--- src/rtl/ahb_manager_cmd_gen.sv ---
// AHB manager command generator: turns transfer descriptors into manager-UI beats,
// splitting bursts at 1KB boundaries and streaming write data through.
package ahb_manager_cmd_gen_pkg;
    typedef logic [2:0] t_hsize;
    localparam t_hsize HSIZE_BYTE = 3'd0;
endpackage

module ahb_manager_cmd_gen
    import ahb_manager_cmd_gen_pkg::*;
#(
    parameter int DATA_WDT = 32
) (
    input  logic                i_hclk,
    input  logic                i_hreset,
    input  logic                i_req_valid,
    output logic                o_req_ready,
    input  logic [31:0]         i_req_addr,
    input  logic [15:0]         i_req_len,
    input  t_hsize              i_req_size,
    input  logic                i_req_write,
    input  logic                i_wdata_valid,
    input  logic [DATA_WDT-1:0] i_wdata,
    output logic                o_wdata_ready,
    output logic                o_done,
    output logic                o_err,
    input  logic                i_stall,
    output logic                o_mgr_idle,
    output logic                o_mgr_wr,
    output logic                o_mgr_rd,
    output logic                o_mgr_first_xfer,
    output logic [31:0]         o_mgr_addr,
    output t_hsize              o_mgr_size,
    output logic [15:0]         o_mgr_min_len,
    output logic [DATA_WDT-1:0] o_mgr_wr_data
);
    localparam t_hsize MAX_SIZE = t_hsize'($clog2(DATA_WDT / 8));

    typedef enum logic [1:0] {S_IDLE, S_BURST, S_FIN} t_state;

    t_state      state, state_nxt;
    logic [31:0] addr;
    logic [31:0] addr_nxt;
    logic [15:0] remaining;
    logic [15:0] sub_rem;
    logic [15:0] min_len;
    logic [15:0] start_len;
    logic [15:0] next_len;
    t_hsize      size;
    logic        write;
    logic        first;
    logic        err_q;
    logic        req_err;
    logic        burst;
    logic        beat;

    // Beats from offset to the next 1KB boundary, clipped to what is left.
    function automatic logic [15:0] sub_len(input logic [9:0] offs, input t_hsize s,
                                            input logic [15:0] rem);
        logic [15:0] btb;
        btb = (16'd1024 - {6'd0, offs}) >> s;
        return (btb < rem) ? btb : rem;
    endfunction

    assign req_err   = (i_req_size > MAX_SIZE) ||
                       ((i_req_addr & ((32'd1 << i_req_size) - 32'd1)) != '0);
    assign burst     = (state == S_BURST);
    assign beat      = burst && !i_stall && (o_mgr_rd || o_mgr_wr);
    assign addr_nxt  = addr + (32'd1 << size);
    assign start_len = sub_len(i_req_addr[9:0], i_req_size, i_req_len);
    assign next_len  = sub_len(addr_nxt[9:0], size, remaining - 16'd1);

    always_ff @(posedge i_hclk or posedge i_hreset) begin
        if (i_hreset) state <= S_IDLE;
        else          state <= state_nxt;
    end

    always_comb begin
        state_nxt   = state;
        o_req_ready = 1'b0;
        o_mgr_idle  = 1'b1;
        o_done      = 1'b0;
        case (state)
            S_IDLE: begin
                o_req_ready = 1'b1;
                if (i_req_valid && !req_err)
                    state_nxt = (i_req_len == '0) ? S_FIN : S_BURST;
            end
            S_BURST: begin
                o_mgr_idle = 1'b0;
                if (beat && remaining == 16'd1) state_nxt = S_FIN;
            end
            S_FIN: begin
                o_done    = 1'b1;
                state_nxt = S_IDLE;
            end
            default: state_nxt = S_IDLE;
        endcase
    end

    always_ff @(posedge i_hclk or posedge i_hreset) begin
        if (i_hreset) begin
            addr      <= '0;
            remaining <= '0;
            sub_rem   <= '0;
            min_len   <= '0;
            size      <= HSIZE_BYTE;
            write     <= 1'b0;
            first     <= 1'b0;
            err_q     <= 1'b0;
        end else begin
            err_q <= (state == S_IDLE) && i_req_valid && req_err;
            if (state == S_IDLE && i_req_valid && !req_err && i_req_len != '0) begin
                addr      <= i_req_addr;
                remaining <= i_req_len;
                size      <= i_req_size;
                write     <= i_req_write;
                min_len   <= start_len;
                sub_rem   <= start_len;
                first     <= 1'b1;
            end else if (beat) begin
                addr      <= addr_nxt;
                remaining <= remaining - 16'd1;
                // Closing a sub-burst with beats still owed opens the next one.
                if (sub_rem == 16'd1 && remaining != 16'd1) begin
                    min_len <= next_len;
                    sub_rem <= next_len;
                    first   <= 1'b1;
                end else begin
                    sub_rem <= sub_rem - 16'd1;
                    first   <= 1'b0;
                end
            end
        end
    end

    assign o_err            = err_q;
    assign o_mgr_rd         = burst && !write;
    assign o_mgr_wr         = burst && write && i_wdata_valid;
    assign o_wdata_ready    = burst && write && !i_stall;
    assign o_mgr_wr_data    = (burst && write) ? i_wdata : '0;
    assign o_mgr_first_xfer = burst && first;
    assign o_mgr_addr       = addr;
    assign o_mgr_size       = size;
    assign o_mgr_min_len    = min_len;
endmodule

--- config.mk ---
export PLATFORM = sky130hd
export DESIGN_NAME = ahb_manager_cmd_gen
export DESIGN_NICKNAME = d
export VERILOG_FILES = /design/src/rtl/ahb_manager_cmd_gen.sv
export SDC_FILE = /design/constraint.sdc
export NUM_CORES = 1
export LEC_CHECK = 0
export CAP_MARGIN = 20
export CORE_MARGIN = 2
export CORE_UTILIZATION = 52
export CTS_CLUSTER_DIAMETER = 120
export DETAILED_ROUTE_END_ITERATION = 10
export PLACE_DENSITY = 0.82
export SLEW_MARGIN = 10
export SYNTH_ARGS = -nofsm -noshare
export SYNTH_HDL_FRONTEND = slang
export SYNTH_SLANG_ARGS = --single-unit
--- constraint.sdc ---
create_clock -name i_hclk -period 7.4 [get_ports i_hclk]
set_clock_uncertainty 0.05 [all_clocks]
set_input_delay 1.11 -clock i_hclk [delete_from_list [all_inputs] [get_ports i_hclk]]
set_output_delay 1.11 -clock i_hclk [all_outputs]
set_load 0.02 [all_outputs]
After elaboration in Yosys (flattened, before gate mapping)
Index checks and enable logic that the tools add are counted.
{"block": "totals", "regBits": 88, "in_bits": 89, "out_inout_bits": 91, "wordCells": 80}
{"block": "classes", "n_addsub": 6, "magnitude_cmp": 3, "eq_ne": 7, "shift": 4, "muxes": 23, "n_bitwise": 1, "reduce_logical": 27}
{"op": "16-bit two-way mux", "count": 10}
{"op": "32-bit two-way mux", "count": 3}
{"op": "1-bit by 3-bit left shift with 32-bit output, first input constant", "count": 2}
{"op": "32-bit adder", "count": 1}
{"op": "32-bit AND", "count": 1}
{"op": "16-bit by 1-bit == test with 1-bit output, second input constant", "count": 2}
{"op": "16-bit < comparator", "count": 2}
{"op": "32-bit nonzero test", "count": 1}
{"op": "16-bit by 3-bit >> shifter with 16-bit output", "count": 2}
{"op": "16-bit by 1-bit subtractor with 16-bit output, second input constant", "count": 2}
{"op": "32-bit by 1-bit subtractor with 32-bit output, second input constant", "count": 1}
{"op": "11-bit by 10-bit subtractor with 12-bit output, first input constant", "count": 2}
{"op": "16-bit zero test", "count": 1}
{"op": "16-bit by 1-bit != test with 1-bit output, second input constant", "count": 1}
{"op": "16-bit nonzero test", "count": 1}
{"op": "1-bit logical AND", "count": 14}
{"op": "1-bit two-way mux", "count": 6}
{"op": "2-bit two-way mux", "count": 3}
{"op": "2-bit one-hot mux with 2 select lines", "count": 1}
{"op": "2-bit AND reduction", "count": 2}
{"op": "2-bit nonzero test", "count": 2}
{"op": "3-bit by 2-bit greater-than comparator with 1-bit output, second input constant", "count": 1}
{"op": "1-bit zero test", "count": 3}
{"op": "2-bit by 1-bit == test with 1-bit output, second input constant", "count": 1}
{"op": "other kinds (5)", "count": 6}

Depth between registers and ports, before layout
{"block": "depth", "ltp_word": 10, "ltp_mapped": 26, "mapped_depth_nobuf": 22}

Worst setup path after synthesis
Ideal clock, no wire load.
{"block": "synth_timing", "kind": "register to register", "start": "reg size[0] (netlist: o_mgr_size[0])", "end": "reg min_len[4] (netlist: o_mgr_min_len[4])", "setup_ns": 0.134, "arrival_time_ns": 6.151, "t_required_ns": 7.216, "path_slack_ns": 1.065, "stages_incl_launch_ff": 26, "n_path_buf": 4, "synth_period_minus_slack_ns": 6.335, "cell_sequence": "dfrtp_1 > clkbuf_1 > buf_1 > buf_1 > nor3_1 > ha_1 > fa_1 > and3_1 > o21ai_1 > a221o_1 > nor2_1 > a41o_1 > or2_2 > o311a_1 > or2_2 > ha_1 > a21o_1 > a21oi_1 > o22ai_1 > a211oi_2 > nand4_1 > a2bb2oi_1 > and3_1 > buf_2 > o311ai_2 > nand3_1"}
{"block": "synth_via", "elab_chain_len": 9}
{"element": "start: declaration", "line": "48", "source": "t_hsize size;"}
{"element": "start signal: assignment", "line": "115", "source": "size <= i_req_size;"}
{"element": "1-bit by 3-bit left shift with 32-bit output", "line": "68", "source": "assign addr_nxt = addr + (32'd1 << size);"}
{"element": "32-bit adder", "line": "68"}
{"element": "11-bit by 10-bit subtractor with 12-bit output", "line": "60", "source": "btb = (16'd1024 - {6'd0, offs}) >> s;"}
{"element": "16-bit by 3-bit >> shifter with 16-bit output (*)", "line": "60"}
{"element": "16-bit < comparator", "line": "61", "source": "return (btb < rem) ? btb : rem;"}
{"element": "16-bit two-way mux (*)", "line": "61"}
{"element": "16-bit two-way mux (*)", "line": "124", "source": "if (sub_rem == 16'd1 && remaining != 16'd1) begin"}
{"element": "16-bit two-way mux (*)", "line": "120", "source": "end else if (beat) begin"}
{"element": "16-bit two-way mux (*)", "line": "112", "source": "if (state == S_IDLE && i_req_valid && !req_err && i_req_len != '0) begin"}
{"element": "end signal: assignment", "line": "117", "source": "min_len <= start_len;"}
{"element": "end signal: assignment", "line": "125", "source": "min_len <= next_len;"}
{"element": "end: declaration", "line": "45", "source": "logic [15:0] min_len;"}
Mark *: on every way between the ends. The rest lies on a longest branch, timed or not. The select of a mux whose other input is x is not followed.
A chain may end at the register's enable or synchronous reset.

Worst setup path after layout
Same ends and word-level chain as after synthesis.

==> reports/qor.csv <==
stage,metric,value,unit
floorplanning,ios,180,
global_route,grt_pass1_vias,7975,
global_route,grt_max_degree,53,
logic_synthesis,ys.flop_type,dfrtp_1,
final_layout,area_growth,27.1,%
run,cap_violations,0,
logic_synthesis,syn_nets,1167,
critical_path,crit_arrival,6.38,ns
critical_path,path_class,register to register,
pwr,leakage,0.00430,uW
global_route,grt_util_all_layers,0.321,
sta,finalHoldViolations,0,
logic_synthesis,ys_types,89,
sta,timing.hold.ws,0.433,ns
sta,finalSetupViolCount,0,
sta,relSlewSlack,0.313,
critical_path,cp_max_fo,19,
place,gp_congestion,0.992,
logic_synthesis,ys_ff_latch,88,
floorplanning,start_util,0.531,
status,status,finished clean,
sta,setup_tns,0,ns
min_path,hold_path_class,register to register,
logic_synthesis,yosysTopAreaCellShare,0.273,
logic_synthesis,syn_avg_cell_area,7.74,sq um
global_route,antenna_found_initial,0,
sta,fmax,161,MHz
logic_synthesis,netlist_area,8070,sq um
critical_path,critical_path.endpoint_type,register,
sta,layout_min_cycle_time,6.22,ns
critical_path,reg2regPathDepth,23,
pwr,ir_drop,0.433,mV
critical_path,worstPathCellList,buf_4 -> clkinv_1 -> buf_4 -> nor2_1 -> ha_1 -> a21o_1 -> a21o_1 -> o21ai_1 -> nand2_1 -> a41o_1 -> or2_2 -> o311a_1 -> or2_2 -> ha_1 -> a21o_1 -> a21oi_1 -> o22ai_1 -> a211oi_2 -> nand4_1 -> a2bb2oi_1 -> and3_1 -> o311ai_2 -> nand3_1,
floorplanning,fp.dieH,129,microns
logic_synthesis,synth.most_common_cell,nand2_1,
critical_path,start_kind,register,
floorplanning,core_area,15200,sq um
logic_synthesis,synth_common_cells,"nand2_1, dfrtp_1, nor2_1",
critical_path,r2r_end,o_mgr_min_len[4],
place,hpwl,20700,microns
final_layout,layout.nets,1303,
drt,num_vias,8802,
clocking,h-tree-depth,3,
clocking,holdBufCountCts,0,
floorplanning,rows,45,
final_layout,fin_util,0.674,
logic_synthesis,synth_largest_area_cell,dfrtp_1,
clocking,cts_setup_buffers,0,
critical_path,rr_startpoint,o_mgr_size[0],
drt,vias_per_cell,6.42,
logic_synthesis,synth_cells,1042,
final_layout,antennaDiodeCount,0,
critical_path,worst_path_most_repeated_cell,a21o_1,
clocking,cts_made_buffers,9,
global_route,grt_pass1_wl,42200,microns
logic_synthesis,synth_edf_count,0,
min_path,min-delay-start,sub_rem[15],
drt,dr.pass1.iters,5,
clocking,clk_pin_slew,0.07,ns
logic_synthesis,seq_area_frac_synth,0.273,
drt,dr.first_iter.drc_count,821,
drt,drt_drc_violations_left,0,
floorplanning,dieArea,16500,sq um
critical_path,slowest_stage,o21ai_1,
clocking,clock_latency,0.36,ns
critical_path,rrSetupSlack,1.18,ns
drt,wl_per_cell,19.6,microns
clocking,cts_root_buffer,clkbuf_16,
place,port_buffers,179,
floorplanning,die_w,129,microns
critical_path,required,7.56,ns
sta,post-route-period-util,0.840,
min_path,whs_path_depth,1,
logic_synthesis,synth-async-reset-ratio,1.00,
logic_synthesis,synth_area_leaders,"dfrtp_1, ha_1, nand2_1",
final_layout,drive_gt1_frac,0.0609,
global_route,gr-total-overflow,0,
clocking,cts_resized,0,
pwr,power_density,429,nW/um^2
sta,tightest_slew,1.02,ns
critical_path,cp_slowest_stage_delay,0.52,ns
drt,ant_nets,0,
sta,slew_violations,0,
sta,rsz0062_at_grt,false,
drt,wl,26900,microns
clocking,tritoncts,built,
clocking,cts_sinks,88,
logic_synthesis,ys.warnings.count,0,
min_path,hold_end,sub_rem[15],
pwr,finalPower,4390,uW
clocking,clk_path_buf_depth,2,
cells by family after synthesis:
| kind of cell | Yosys count | synth area share |
|---|---|---|
| buffers and inverters | 111 | 0.0524 |
| AND/OR/NAND/NOR | 453 | 0.288 |
| multiplexers | 19 | 0.0289 |
| adder cells (fa/ha/maj) | 36 | 0.0568 |
| flip-flops | 88 | 0.273 |
| AO/OA/AOI/OAI | 313 | 0.276 |
| XOR/XNOR | 22 | 0.0256 |
routing by layer:
metal	part of all wire	routed length, microns	global-route usage
met4	0.037	990	0.114
met5	0	0	0
met2	0.47	12600	0.544
met1	0.42	11300	0.417
met3	0.074	2000	0.0516
how the worst max path moves through the flow:
| stage | from | to | slack [ns] | depth (start not counted) |
|---|---|---|---|---|
| floorplan | o_mgr_size[0] | o_mgr_min_len[4] | 1.07 | 25 |
| global placement | o_mgr_size[0] | sub_rem[4] | 1.35 | 23 |
| detailed placement | o_mgr_size[1] | o_mgr_min_len[4] | 1.28 | 23 |
| CTS | o_mgr_size[1] | o_mgr_min_len[4] | 1.21 | 23 |
| global route | o_mgr_size[1] | o_mgr_min_len[4] | 0.73 | 23 |
| finish | o_mgr_size[0] | o_mgr_min_len[4] | 1.18 | 23 |
power by group:
part	internal [uW]	total (uW)	switching, uW
clock network	242	455	213
registers	674	916	242
logic	1250	3020	1770
per-stage QoR:
step           area (sq um)  worst slack, ns  cells
6_report              10200             1.18   1371
5_1_grt               10200            0.728   1371
4_1_cts               10200             1.21   1371
3_5_place_dp           9960             1.28   1355
3_3_place_gp           9960             1.35   1355
2_1_floorplan          8070             1.07   1042
layout by cell type (no fill, tap or decap), drive strengths merged, types with 16 or more instances in the layout:
cell type,n
ha,35
nor3,57
xnor2,19
nor2,82
a21oi,47
inv,40
and3,52
a221o,20
nor4,20
dfrtp,88
nand3,33
a21o,16
clkdlybuf4s50,179
o21ai,92
nand2,114
cell type report:
class                   count  area, sq um
well taps                 188          235
multi-input cells         843         5460
fillers                  1299         4950
flip-flops and latches     88         2200
clock buffers              10          239
clock inverters             6         51.3
repair buffers            193         1900
inverters                  43          163
critical path: cells and delay by family (launching register included):
kind,cells,cell delay [ns]
AND/OR/NAND/NOR,7,1.53
AO/OA/AOI/OAI,11,2.92
buffers and inverters,3,0.59
adder cells (fa/ha/maj),2,0.62
flip-flops,1,0.36
sequential cells by signal (all words and copies together), names as in the netlist:
register       flops
o_mgr_addr        32
o_mgr_min_len     16
remaining         16
sub_rem           16
o_mgr_size         3
state              2
first              1
o_err              1
write              1
(Power assumes the default switching activity.)
